--- src/rtl/acs_path_metric_if.sv ---
// acs_path_metric_if
//   Bundles the per-step branch-metric input and the per-step decision/best
//   output of the Viterbi add-compare-select stage.
//   master : upstream side, drives init/bm_valid/bm00..bm11 and observes results
//   slave  : the ACS stage, consumes branch metrics and drives dec_valid/dec/
//            best_state/best_pm
//   Signals:
//     init        synchronous re-initialise of path metrics
//     bm_valid    one trellis step offered this cycle
//     bm00..bm11  2-bit branch metrics indexed by codeword
//     dec_valid   one-cycle pulse per completed step
//     dec         survivor decision per next state
//     best_state  index of the lowest path metric
//     best_pm     value of that metric
interface acs_path_metric_if #(
  parameter int PM_W = 8
);
  logic            init;
  logic            bm_valid;
  logic [1:0]      bm00;
  logic [1:0]      bm01;
  logic [1:0]      bm10;
  logic [1:0]      bm11;
  logic            dec_valid;
  logic [7:0]      dec;
  logic [2:0]      best_state;
  logic [PM_W-1:0] best_pm;

  modport master (
    output init, bm_valid, bm00, bm01, bm10, bm11,
    input  dec_valid, dec, best_state, best_pm
  );

  modport slave (
    input  init, bm_valid, bm00, bm01, bm10, bm11,
    output dec_valid, dec, best_state, best_pm
  );
endinterface

--- src/rtl/acs_path_metric.sv ---
// acs_path_metric
//   Add-compare-select and path-metric register stage of a rate-1/2, K=4
//   (8-state) Viterbi decoder. Each accepted step updates all eight path
//   metrics in parallel, emits one survivor decision bit per state and reports
//   the lowest metric and its state index.
//   Ports:
//     clk  rising-edge clock
//     rst  asynchronous active-high reset
//     bus  acs_path_metric_if slave (branch metrics in, decisions/best out)
module acs_path_metric #(
  parameter int         PM_W    = 8,
  parameter int         INIT_PM = 16,
  parameter logic [3:0] G1      = 4'b1111,
  parameter logic [3:0] G0      = 4'b1101
) (
  input  logic               clk,
  input  logic               rst,
  acs_path_metric_if.slave   bus
);

  localparam logic [PM_W-1:0] INIT_VAL = PM_W'(INIT_PM);

  logic [PM_W-1:0] pm       [8];
  logic [PM_W:0]   cand0    [8];
  logic [PM_W:0]   cand1    [8];
  logic [PM_W:0]   sel_pm   [8];
  logic [PM_W-1:0] norm_pm  [8];
  logic [7:0]      dec_next;
  logic            all_high;
  logic            carry;
  logic [2:0]      best_state_next;
  logic [PM_W-1:0] best_pm_next;

  logic            dec_valid_q;
  logic [7:0]      dec_q;
  logic [2:0]      best_state_q;
  logic [PM_W-1:0] best_pm_q;

  // Branch metric for the transition leaving predecessor p with input bit u:
  // the encoder register {u,p} is masked by each generator and reduced by XOR
  // to get the expected codeword, which selects one of the four metrics.
  function automatic logic [1:0] pick_bm(input logic [2:0] p, input logic u,
                                         input logic [1:0] b00, input logic [1:0] b01,
                                         input logic [1:0] b10, input logic [1:0] b11);
    logic [3:0] v;
    logic [1:0] cw;
    v  = {u, p};
    cw = {^(v & G1), ^(v & G0)};
    case (cw)
      2'b00:   pick_bm = b00;
      2'b01:   pick_bm = b01;
      2'b10:   pick_bm = b10;
      default: pick_bm = b11;
    endcase
  endfunction

  // Next state n is reached from p0={0,n[2:1]} and p1={1,n[2:1]} with input
  // bit n[0]. Candidates are one bit wider so a carry would be visible; ties
  // go to p0.
  always_comb begin
    dec_next = '0;
    carry    = 1'b0;
    for (int n = 0; n < 8; n++) begin
      cand0[n] = {1'b0, pm[3'(n >> 1)]}
               + (PM_W+1)'(pick_bm(3'(n >> 1), n[0], bus.bm00, bus.bm01, bus.bm10, bus.bm11));
      cand1[n] = {1'b0, pm[3'(n >> 1) | 3'b100]}
               + (PM_W+1)'(pick_bm(3'(n >> 1) | 3'b100, n[0], bus.bm00, bus.bm01, bus.bm10, bus.bm11));
      if (cand1[n] < cand0[n]) begin
        sel_pm[n]   = cand1[n];
        dec_next[n] = 1'b1;
      end else begin
        sel_pm[n]   = cand0[n];
      end
      carry = carry | sel_pm[n][PM_W];
    end
  end

  // When every metric has its top bit set, dropping that bit from all of them
  // subtracts the same constant and keeps the relative differences intact.
  always_comb begin
    all_high = 1'b1;
    for (int n = 0; n < 8; n++) begin
      all_high = all_high & sel_pm[n][PM_W-1];
    end
    for (int n = 0; n < 8; n++) begin
      norm_pm[n] = sel_pm[n][PM_W-1:0];
      if (all_high) begin
        norm_pm[n][PM_W-1] = 1'b0;
      end
    end
  end

  // Strict less-than while scanning upward keeps the lowest index on ties.
  always_comb begin
    best_state_next = 3'd0;
    best_pm_next    = norm_pm[0];
    for (int n = 1; n < 8; n++) begin
      if (norm_pm[n] < best_pm_next) begin
        best_state_next = 3'(n);
        best_pm_next    = norm_pm[n];
      end
    end
  end

  // init reloads the metrics and suppresses the step even when bm_valid is
  // high; decisions and best outputs keep their last values.
  always_ff @(posedge clk or posedge rst) begin
    if (rst) begin
      for (int i = 0; i < 8; i++) begin
        pm[i] <= (i == 0) ? '0 : INIT_VAL;
      end
      dec_valid_q  <= 1'b0;
      dec_q        <= '0;
      best_state_q <= '0;
      best_pm_q    <= '0;
    end else if (bus.init) begin
      for (int i = 0; i < 8; i++) begin
        pm[i] <= (i == 0) ? '0 : INIT_VAL;
      end
      dec_valid_q <= 1'b0;
    end else if (bus.bm_valid) begin
      for (int i = 0; i < 8; i++) begin
        pm[i] <= norm_pm[i];
      end
      dec_valid_q  <= 1'b1;
      dec_q        <= dec_next;
      best_state_q <= best_state_next;
      best_pm_q    <= best_pm_next;
    end else begin
      dec_valid_q <= 1'b0;
    end
  end

  assign bus.dec_valid  = dec_valid_q;
  assign bus.dec        = dec_q;
  assign bus.best_state = best_state_q;
  assign bus.best_pm    = best_pm_q;

  // A carry out of the metric width means INIT_PM or PM_W were chosen badly.
  carry_never_set: assert property (@(posedge clk) disable iff (rst)
    (bus.bm_valid && !bus.init) |-> !carry);

endmodule

--- src/flat_wrapper.sv ---
// flat-port wrapper written by rule: the top's interface ports become plain ports
module acs_path_metric_flat 
#(
  parameter int         PM_W    = 8,
  parameter int         INIT_PM = 16,
  parameter logic [3:0] G1      = 4'b1111,
  parameter logic [3:0] G0      = 4'b1101
)
  (clk, rst, bus_init, bus_bm_valid, bus_bm00, bus_bm01, bus_bm10, bus_bm11, bus_dec_valid, bus_dec, bus_best_state, bus_best_pm);
  acs_path_metric_if #(.PM_W(PM_W)) bus_i ();
  input  logic clk;
  input  logic rst;
  input wire logic [$bits(bus_i.init)-1:0] bus_init;
  input wire logic [$bits(bus_i.bm_valid)-1:0] bus_bm_valid;
  input wire logic [$bits(bus_i.bm00)-1:0] bus_bm00;
  input wire logic [$bits(bus_i.bm01)-1:0] bus_bm01;
  input wire logic [$bits(bus_i.bm10)-1:0] bus_bm10;
  input wire logic [$bits(bus_i.bm11)-1:0] bus_bm11;
  output wire logic [$bits(bus_i.dec_valid)-1:0] bus_dec_valid;
  output wire logic [$bits(bus_i.dec)-1:0] bus_dec;
  output wire logic [$bits(bus_i.best_state)-1:0] bus_best_state;
  output wire logic [$bits(bus_i.best_pm)-1:0] bus_best_pm;
  assign bus_i.init = bus_init;
  assign bus_i.bm_valid = bus_bm_valid;
  assign bus_i.bm00 = bus_bm00;
  assign bus_i.bm01 = bus_bm01;
  assign bus_i.bm10 = bus_bm10;
  assign bus_i.bm11 = bus_bm11;
  assign bus_dec_valid = bus_i.dec_valid;
  assign bus_dec = bus_i.dec;
  assign bus_best_state = bus_i.best_state;
  assign bus_best_pm = bus_i.best_pm;
  acs_path_metric #(.PM_W(PM_W), .INIT_PM(INIT_PM), .G1(G1), .G0(G0)) u_core (.clk(clk), .rst(rst), .bus(bus_i));
endmodule
--- config.mk ---
export PLATFORM = sky130hd
export DESIGN_NAME = acs_path_metric_flat
export DESIGN_NICKNAME = d
export VERILOG_FILES = /design/src/rtl/acs_path_metric_if.sv /design/src/rtl/acs_path_metric.sv /design/src/flat_wrapper.sv
export SDC_FILE = /design/constraint.sdc
export NUM_CORES = 1
export LEC_CHECK = 0
export CORE_MARGIN = 5
export CORE_UTILIZATION = 55
export CTS_CLUSTER_SIZE = 16
export DETAILED_ROUTE_END_ITERATION = 10
export PLACE_DENSITY = 0.73
export SLEW_MARGIN = 20
export SYNTH_ARGS = -nofsm -noshare
export SYNTH_HDL_FRONTEND = slang
export SYNTH_SLANG_ARGS = --single-unit
--- constraint.sdc ---
create_clock -name clk -period 21.1 [get_ports clk]
set_input_delay 4.22 -clock clk [delete_from_list [all_inputs] [get_ports clk]]
set_output_delay 4.22 -clock clk [all_outputs]
set_load 0.03 [all_outputs]
==> metrics.yaml <==
critical_path:
  cp_max_fo: 12
  timing.critical_path.from: "bus_bm00[0]"
  crit_required_ns: 21.38
  crit_path_top_delay_cell: "clkdlybuf4s50_1"
  reg2reg_depth: 79
  worstReg2RegEnd: "u_core.bus.best_pm[1]$_DFFE_PP0P_"
  worstPathArrival_ns: 20.48
  critPathLaunchType: "input port"
  rrSetupSlack_ns: 4.94
  slowest_delay_ns: 0.59
  end_kind: "flip-flop"
  worstSetupEndpoint: "u_core.bus.best_pm[1]$_DFFE_PP0P_"
  crit_type: "in -> reg"
  regToRegStartpoint: "u_core.pm[24]$_DFFE_PP0P_"
clock_tree:
  clockBufferDepth: 2
  clkSlewWorstSetupHoldPaths_ns: 0.07
  cts_htree_levels: 3
  cts.sinks: 84
  cts-root-buf: "clkbuf_16"
  cts_tree: "done"
  cts_made_buffers: 9
  clock_latency_ns: 0.36
sta:
  fin_skew_ns: 0.008372
  setup_tns_ns: 0
  fmax_mhz: 49.52
  tightestPinTransition_ns: 1.021
  period_needed_ns: 20.19
  max-slew-margin-rel_pct: 29.99
  timing_hold_violations_final: 0
  setup_viol: 0
  maxSlewViolCount: 0
  timing.final.crit_share_pct: 95.71
detailed_routing:
  wl_per_cell_um: 19.90
  vias: 9201
  routed_wl_um: 29810
  postRouteAntennaNets: 0
  first_iter_violations: 813
  drc: 0
  viasPerCell: 6.142
  drt-pass1-iter-count: 5
yosys:
  syn_area_sq_mm: 0.01036
  synthAdderAreaFrac_pct: 19.64
  syn_inst: 1243
  synth_ff_type: "dfrtp_1"
  synth_nets: 1408
  yosys_warnings: 0
  synthSimpleGateAreaFrac_pct: 17.43
  synth_top_family_by_area: "adder cells"
  synth_mux_area_share_pct: 11.21
  ys_seq_area_share_pct: 20.38
  synth_edf_count: 0
  yosysUniqueCellTypes: 69
  synth-xor-area-share_pct: 8.119
  ys_async_sr_fraction_pct: 100.0
  synth-seq-cells: 84
  synth_area_per_cell_sq_um: 8.332
  synth_compound_area_share_pct: 17.65
placement:
  hpwl_um: 23460
  port_buffers: 31
  place.gp.congestion: 0.9709
floorplan:
  initial_core_util_pct: 55.55
  ioPinCount: 32
  die_h_um: 147.2
  die_w_um: 147.2
  num_rows: 50
  dieArea_sq_mm: 0.02167
  core_sq_mm: 0.01864
global_route:
  grt_max_degree: 66
  grt_usage_pct: 27.48
  grt_pass1_wl_um: 47470
  grt-ovfl-total: 0
  grt_antenna_before_repair: 0
  grt_pass1_vias: 8762
layout:
  final_common_cell: "nor2_1"
  antenna_cells: 0
  drive_gt1_share_pct: 8.544
  area_growth_pct: 10.53
  fin_nets: 1424
  final_cell_mix: "147 x nor2_1, 137 x ha_1, 98 x mux2i_1, 91 x inv_1, 89 x nand2_1"
  num-fill-cells: 1678
run:
  maxCapViolCount: 0
outcome:
  status: "complete, no violations"
worst_hold_path:
  hp-class: "reg -> reg"
per-stage QoR:
stage	instance area (sq um)	setup slack (ns)	instances	utilization [%]	hold slack [ns]
floorplan	10360	0.8830	1243	-	0.5510
global placement	10910	-0.06751	1474	58.50	0.4610
detailed placement	10910	-0.4301	1474	58.50	0.4619
CTS	11260	0.1281	1492	60.40	0.4787
global route	11450	-0.09271	1498	61.40	0.5286
finish	11450	0.9051	1498	61.40	0.4754
sequential cells by signal (all words and copies together) (netlist names):
signal	count
u_core.bus.best_pm	8
u_core.bus.best_state	3
u_core.bus.dec	8
u_core.bus.dec_valid	1
u_core.pm	64
worst min-delay path by stage:
stage / startpoint / cells past startpoint / to / slack (ns)
2_1_floorplan: u_core.pm[0]$_DFFE_PP0P_ / 2 / u_core.pm[0]$_DFFE_PP0P_ / 0.55
4_1_cts: u_core.bus.dec[6]$_DFFE_PP0P_ / 2 / u_core.bus.dec[6]$_DFFE_PP0P_ / 0.48
5_1_grt: u_core.bus.dec[7]$_DFFE_PP0P_ / 2 / u_core.bus.dec[7]$_DFFE_PP0P_ / 0.53
3_5_place_dp: u_core.bus.dec[6]$_DFFE_PP0P_ / 2 / u_core.bus.dec[6]$_DFFE_PP0P_ / 0.46
3_3_place_gp: u_core.bus.dec[2]$_DFFE_PP0P_ / 2 / u_core.bus.dec[2]$_DFFE_PP0P_ / 0.46
6_report: u_core.bus.dec[6]$_DFFE_PP0P_ / 2 / u_core.bus.dec[6]$_DFFE_PP0P_ / 0.48
kinds of logic after synthesis:
group           count (synthesis)
buf+inv                       150
flops                          84
fa+ha+maj                     153
mux                           114
simple gates                  385
compound gates                261
xor+xnor                       96
area by class of cell:
cell class,instances,area (sq um),share of cell area [%]
clock buffer,10,229.0,2.000
multi-input combinational,1009,7804,68.17
tap,234,292.8,2.558
clock inverter,6,111.4,0.9728
inverter,93,350.3,3.060
timing repair buffer,62,549.3,4.798
sequential,84,2111,18.44
metal layers:
layer | global-route usage [%] | vias to the layer above | wire length, um
li1 | - | 4427 | -
met1 | 39.53 | 4443 | 13840
met2 | 42.30 | 278 | 13370
met3 | 4.935 | 53 | 1973
met4 | 8.155 | 0 | 633
met5 | 0 | - | 0
critical path, delay by kind of cell:
family                     cells  cell delay (ns)
buffers and inverters          8             1.43
AOI/OAI and AO/OA             37             6.91
and+or+nand+nor               19             3.29
muxes                          5             1.59
xor gates and xnor gates       1             0.18
adders and majority gates     10             2.84
cells in the mapped netlist (31+ instances only):
cell,n,area share [%]
xnor2_1,48,4.1
nor2_1,151,5.5
clkbuf_1,47,1.7
ha_1,137,17
dfrtp_1,77,19
a21o_1,41,3.0
xor2_1,48,4.1
mux2i_1,100,9.7
o21ai_0,36,1.7
nand2_1,92,3.3
inv_1,92,3.3
nand3_1,31,1.5
a21oi_1,67,3.2
repair_timing:
item                       CTS  global route
hold buffers                 0             0
pin swaps                    1             4
setup endpoints to repair    7            11
resized for setup            0            32
buffers inserted             2             6
Power is not shown: default switching activity piles up to over one toggle a cycle in this logic, so the estimate is an artifact.
